**src/rtl/fork_dispatcher.sv**
```systemverilog
// fork_dispatcher
//
// Holds FORK messages from an upstream node in a small FIFO and releases them
// one at a time to the downstream node, only while that node reports idle.
// SUBSTITUTION_MASK messages skip the FIFO and reach the outputs one cycle
// after they arrive. A bypass in the same cycle as a possible dispatch wins,
// and the fork waits in the FIFO.
//
// Handshake: the upstream side has no backpressure. A FORK is offered when
// in_valid=1 and in_msg_type=01, and it is taken in that cycle. If the FIFO is
// full and nothing leaves in that cycle, the fork is dropped and the sticky
// overflow flag is set. The downstream side is paced by dn_busy, not by a
// ready signal. Each dispatch is a one-cycle pulse with out_valid=1.
//
// Ports:
//   clk, rst       : clock and asynchronous active-high reset
//   in_var         : upstream outgoing_var
//   in_valid       : upstream outgoing_var_valid
//   in_msg_type    : 00 NONE, 01 FORK, 10 SUBSTITUTION_MASK, 11 reserved
//   in_mask        : upstream outgoing_mask
//   dn_busy        : downstream node_busy
//   out_var        : downstream incoming_var (registered)
//   out_valid      : downstream incoming_var_valid (registered)
//   out_msg_type   : downstream incoming_msg_type (registered)
//   out_mask       : downstream incoming_mask (registered)
//   fifo_count     : FIFO occupancy, 0..DEPTH
//   overflow       : sticky, set when a fork is dropped
//   dbg_state      : dispatch FSM state (0 READY, 1 ARMED, 2 WAIT)
module fork_dispatcher #(
  parameter int DEPTH = 8,
  parameter int CW    = $clog2(DEPTH) + 1
) (
  input  logic          clk,
  input  logic          rst,
  input  logic [7:0]    in_var,
  input  logic          in_valid,
  input  logic [1:0]    in_msg_type,
  input  logic [2:0]    in_mask,
  input  logic          dn_busy,
  output logic [7:0]    out_var,
  output logic          out_valid,
  output logic [1:0]    out_msg_type,
  output logic [2:0]    out_mask,
  output logic [CW-1:0] fifo_count,
  output logic          overflow,
  output logic [1:0]    dbg_state
);

  localparam int AW = $clog2(DEPTH);

  localparam logic [1:0] MSG_NONE = 2'b00;
  localparam logic [1:0] MSG_FORK = 2'b01;
  localparam logic [1:0] MSG_SUB  = 2'b10;

  typedef enum logic [1:0] {
    ST_READY = 2'd0,
    ST_ARMED = 2'd1,
    ST_WAIT  = 2'd2
  } state_t;

  state_t          state_q;
  logic [7:0]      mem_q [DEPTH];
  logic [AW-1:0]   wr_ptr_q;
  logic [AW-1:0]   rd_ptr_q;
  logic [CW-1:0]   count_q;
  logic [CW-1:0]   count_d;
  logic            overflow_q;
  logic [7:0]      out_var_q;
  logic            out_valid_q;
  logic [1:0]      out_msg_type_q;
  logic [2:0]      out_mask_q;

  logic            is_fork;
  logic            is_bypass;
  logic            fifo_full;
  logic            dispatch;
  logic            push_ok;
  logic            drop;

  always_comb begin
    is_fork   = in_valid && (in_msg_type == MSG_FORK);
    // in_valid does not gate a bypass; it is forwarded as out_valid.
    is_bypass = (in_msg_type == MSG_SUB);
    fifo_full = (count_q == CW'(DEPTH));
    // Only entries present at the start of the cycle may leave. A fork
    // pushed this cycle becomes eligible next cycle.
    dispatch  = (state_q == ST_READY) && (count_q != '0) && !dn_busy && !is_bypass;
    // When full, a simultaneous pop frees the slot the push needs.
    push_ok   = is_fork && (!fifo_full || dispatch);
    drop      = is_fork && fifo_full && !dispatch;

    count_d = count_q;
    if (push_ok && !dispatch) begin
      count_d = count_q + CW'(1);
    end else if (dispatch && !push_ok) begin
      count_d = count_q - CW'(1);
    end
  end

  // Storage has no reset. Entries are only read below the occupancy count.
  always_ff @(posedge clk) begin
    if (push_ok) begin
      mem_q[wr_ptr_q] <= in_var;
    end
  end

  always_ff @(posedge clk or posedge rst) begin
    if (rst) begin
      state_q        <= ST_READY;
      wr_ptr_q       <= '0;
      rd_ptr_q       <= '0;
      count_q        <= '0;
      overflow_q     <= 1'b0;
      out_var_q      <= 8'h00;
      out_valid_q    <= 1'b0;
      out_msg_type_q <= MSG_NONE;
      out_mask_q     <= 3'b000;
    end else begin
      count_q <= count_d;
      if (push_ok) begin
        wr_ptr_q <= wr_ptr_q + AW'(1);
      end
      if (dispatch) begin
        rd_ptr_q <= rd_ptr_q + AW'(1);
      end
      if (drop) begin
        overflow_q <= 1'b1;
      end

      // Output register. Var and mask hold when nothing is sent.
      if (is_bypass) begin
        out_msg_type_q <= MSG_SUB;
        out_valid_q    <= in_valid;
        out_var_q      <= in_var;
        out_mask_q     <= in_mask;
      end else if (dispatch) begin
        out_msg_type_q <= MSG_FORK;
        out_valid_q    <= 1'b1;
        out_var_q      <= mem_q[rd_ptr_q];
        out_mask_q     <= 3'b000;
      end else begin
        out_msg_type_q <= MSG_NONE;
        out_valid_q    <= 1'b0;
      end

      // ARMED spans the downstream node's one-cycle delay in raising busy.
      // Without it, the stale dn_busy=0 would allow a second dispatch at once.
      case (state_q)
        ST_READY: if (dispatch) state_q <= ST_ARMED;
        ST_ARMED: state_q <= ST_WAIT;
        ST_WAIT:  if (!dn_busy) state_q <= ST_READY;
        default:  state_q <= ST_READY;
      endcase
    end
  end

  assign out_var      = out_var_q;
  assign out_valid    = out_valid_q;
  assign out_msg_type = out_msg_type_q;
  assign out_mask     = out_mask_q;
  assign fifo_count   = count_q;
  assign overflow     = overflow_q;
  assign dbg_state    = state_q;

endmodule
```
**config.mk**
```make
export PLATFORM = sky130hd
export DESIGN_NAME = fork_dispatcher
export DESIGN_NICKNAME = d
export VERILOG_FILES = /design/src/rtl/fork_dispatcher.sv
export SDC_FILE = /design/constraint.sdc
export NUM_CORES = 1
export LEC_CHECK = 0
export CAP_MARGIN = 20
export CELL_PAD_IN_SITES_DETAIL_PLACEMENT = 0
export CELL_PAD_IN_SITES_GLOBAL_PLACEMENT = 1
export CORE_MARGIN = 5
export CORE_UTILIZATION = 38
export CTS_CLUSTER_DIAMETER = 100
export DETAILED_ROUTE_END_ITERATION = 16
export PLACE_DENSITY_LB_ADDON = 0.1
export SYNTH_ARGS = -nofsm -noshare
export SYNTH_HDL_FRONTEND = slang
export SYNTH_SLANG_ARGS = --single-unit
```
**constraint.sdc**
```tcl
create_clock -name clk -period 2.76 [get_ports clk]
set_input_delay 0.828 -clock clk [delete_from_list [all_inputs] [get_ports clk]]
set_output_delay 0.828 -clock clk [all_outputs]
set_load 0.01 [all_outputs]
```
==> flow_summary.json <==
{
  "fmaxAchievable_mhz": 386,
  "rows": 36,
  "leakage_nw": 1.69,
  "ys_types": 35,
  "fin_ws_ns": 0.166,
  "r2r_start": "fifo_count[0]",
  "rr_worst_depth": 10,
  "critical_path.top_delay_family": "buffers and inverters",
  "cpMostUsedCell": "inv_2",
  "dp_hpwl_um": 4850,
  "grt_max_degree": 28,
  "ys_seq_elements": 91,
  "fin_skew_ns": 0.0130,
  "vias_per_cell": 4.81,
  "outcome": "finished, final reports clean",
  "crit_fanout": 3,
  "totalWireLength_um": 7520,
  "antenna_found_initial": 0,
  "cts_tree": "built",
  "gp_congestion": 0.724,
  "clkTransAtPathRegs_ns": 0.09,
  "port_buffers": 37,
  "clock-sinks": 91,
  "async_flop_share_pct": 29.7,
  "finalHoldViolCount": 0,
  "crit_cells": 11,
  "grt_pass1_wl_um": 11900,
  "finalCriticalPeriod_ns": 2.59,
  "min_period_over_period_pct": 94.0,
  "grt_overflow": 0,
  "worstPathCellList": "clkdlybuf4s50_1 -> nor2b_1 -> nor3_4 -> inv_2 -> ha_4 -> inv_2 -> ha_1 -> a21o_1 -> a21oi_2 -> mux2i_1 -> o31ai_1",
  "drc": 0,
  "netlist_area_um2": 3730,
  "start_kind": "input port",
  "diodes": 0,
  "syn_inst": 209,
  "cts_buffers": 9,
  "areaGrowthSynthToFinish_pct": 24.1,
  "r2r-end": "fifo_count[3]",
  "wl_per_cell_um": 18.2,
  "syn-mean-instance-area_um2": 17.8,
  "drtIter0Drc": 80,
  "grt_pass1_vias": 2054,
  "cp_slowest_cell": "clkdlybuf4s50_1",
  "finalSetupTns_ns": 0,
  "hold_path_end": "out_mask[1]",
  "route.vias.total": 1988,
  "chipHeight_um": 109,
  "die_area_um2": 11900,
  "synth_top_area_share_pct": 51.6,
  "r2r_setup_slack_ns": 0.38,
  "htreeDepth": 3,
  "synth_edf_count": 64,
  "ys_top_cells_by_area": "edfxtp_1 (52%), dfrtp_1 (18%), mux4_2 (5.4%)",
  "critPathBufInv": 3,
  "core_area_um2": 9680,
  "vdd_drop_max_mv": 0.245,
  "clk_latency_ns": 0.36,
  "drive_gt1_share_pct": 22.9,
  "grtUsageTotal_pct": 14.0,
  "crit_arrival_ns": 2.83,
  "cts_buffer_depth": 2,
  "required_ns": 2.99,
  "drv_slew": 0,
  "synth_nets": 232,
  "cts-root-buf": "clkbuf_8",
  "nNetsFinal": 299,
  "synth_top_cell_by_area": "edfxtp_1",
  "ys_top_cells_by_count": "edfxtp_1 (64), dfrtp_1 (27), nor2_1 (16)",
  "hold_path_class": "flip-flop to flip-flop",
  "initial_utilization_pct": 38.5,
  "synth_ff_type": "edfxtp_1",
  "yosysSeqAreaShare_pct": 69.7,
  "ios": 38,
  "holdPathStages": 1,
  "max_stage_delay_ns": 0.47,
  "first_pass_iters": 4,
  "ys_warn_count": 0,
  "worst_setup_path_end_kind": "flip-flop",
  "cellPowerDensity_nw_per_um2": 881,
  "rsz0062_at_grt": "false",
  "final-setup-viol-count": 0,
  "fp.dieW_um": 109,
  "relSlewSlack_pct": 54.2,
  "ant_nets": 0,
  "fin_util_pct": 47.8,
  "worstHoldStart": "out_mask[1]",
  "max_slew.worst_pin.slew_ns": 0.687,
  "cap_violations": 0,
  "dpl_worst_slack_ns": -0.367,
  "synth_most_common_cell": "edfxtp_1",
  "crit_type": "input port to flip-flop"
}
==> worst max-delay path by stage <==
stage	from	to	slack [ns]
floorplan	dn_busy	fifo_count[3]	0.01
detailed placement	dn_busy	fifo_count[3]	-0.37
finish	in_msg_type[1]	fifo_count[3]	0.17
global placement	dn_busy	fifo_count[3]	-0.31
global route	in_msg_type[1]	fifo_count[3]	0.04
CTS	dn_busy	fifo_count[3]	0.02
==> power breakdown <==
group          internal [mW]  total, mW  leakage [nW]  switching [mW]
registers               1.66       1.88         0.906           0.212
logic                  0.774       1.38         0.705           0.602
clock network          0.331      0.821        0.0759           0.490
total                   2.77       4.07          1.69            1.30
==> cell type report <==
class	instances	area (um2)
sequential	91	2600
clock inverter	6	50.0
multi-input combinational	103	1070
tap	133	166
fill	852	5060
clock buffer	9	124
timing repair buffer	66	594
inverter	5	18.8
==> cells by family (layout without fill, tap and decap cells) <==
family | Yosys count | count (layout) | synth area share [%]
AND/OR/NAND/NOR | 44 | 44 | 5.91
buffers and inverters | 15 | 86 | 2.42
adder cells (fa/ha/maj) | 6 | 6 | 2.22
flip-flops | 91 | 91 | 69.7
AO/OA/AOI/OAI | 19 | 19 | 4.67
multiplexers | 28 | 28 | 13.7
XOR/XNOR | 6 | 6 | 1.41
==> per-stage QoR <==
stage | hold slack [ns] | cell area, um2 | power, mW | instances
2_1_floorplan | 0.480 | 3750 | 2.78 | 209
3_5_place_dp | 0.484 | 4420 | 3.28 | 396
5_1_grt | 0.530 | 4620 | 4.32 | 413
3_3_place_gp | 0.472 | 4420 | 3.27 | 396
4_1_cts | 0.511 | 4590 | 4.11 | 411
6_report | 0.505 | 4620 | 4.07 | 413
==> state kept, by name, summed over array words and instances (netlist names) <==
signal,cells
out_mask,3
out_valid,1
out_var,8
fifo_count,4
overflow,1
out_msg_type,2
dbg_state,2
rd_ptr_q,3
mem_q,64
wr_ptr_q,3
==> layer usage <==
| metal | wire length, um | track usage, % | vias up |
|---|---|---|---|
| met5 | 0 | 0 | - |
| met4 | 126 | 5.77 | 0 |
| met3 | 237 | 3.02 | 12 |
| met2 | 3540 | 21.5 | 29 |
| met1 | 3610 | 19.2 | 998 |
| li1 | - | - | 949 |
==> cell usage in the layout, fill, tap and decap left out <==
cell type        instances
a2111oi_4                1
a21o_1                   1
a21oi_1                  1
a21oi_2                  1
a221o_1                  8
a22o_1                   3
a31oi_4                  1
and3_1                   1
buf_4                   28
buf_6                    1
clkbuf_8                 9
clkdlybuf4s50_1         36
clkinvlp_4               4
dfrtp_1                 27
dlymetal6s2s_1           1
edfxtp_1                64
fa_1                     1
ha_1                     4
ha_4                     1
inv_1                    3
inv_2                    2
inv_6                    1
inv_8                    1
mux2_2                   2
mux2i_1                 10
mux4_1                   7
mux4_2                   9
nand2_1                 12
nand2b_1                 3
nand3b_1                 1
nor2_1                  16
nor2b_1                  2
nor3_1                   6
nor3_4                   1
nor4_2                   1
o21ai_0                  1
o31ai_1                  2
or3_4                    1
xnor2_1                  5
xor2_1                   1
==> repair_timing <==
action                                  CTS  global route
gates resized for setup                   0             2
endpoints found under the setup margin    0             1
setup buffers                             0             1
hold buffers                              0             0
No activity file was read; power rests on OpenSTA's default activity.
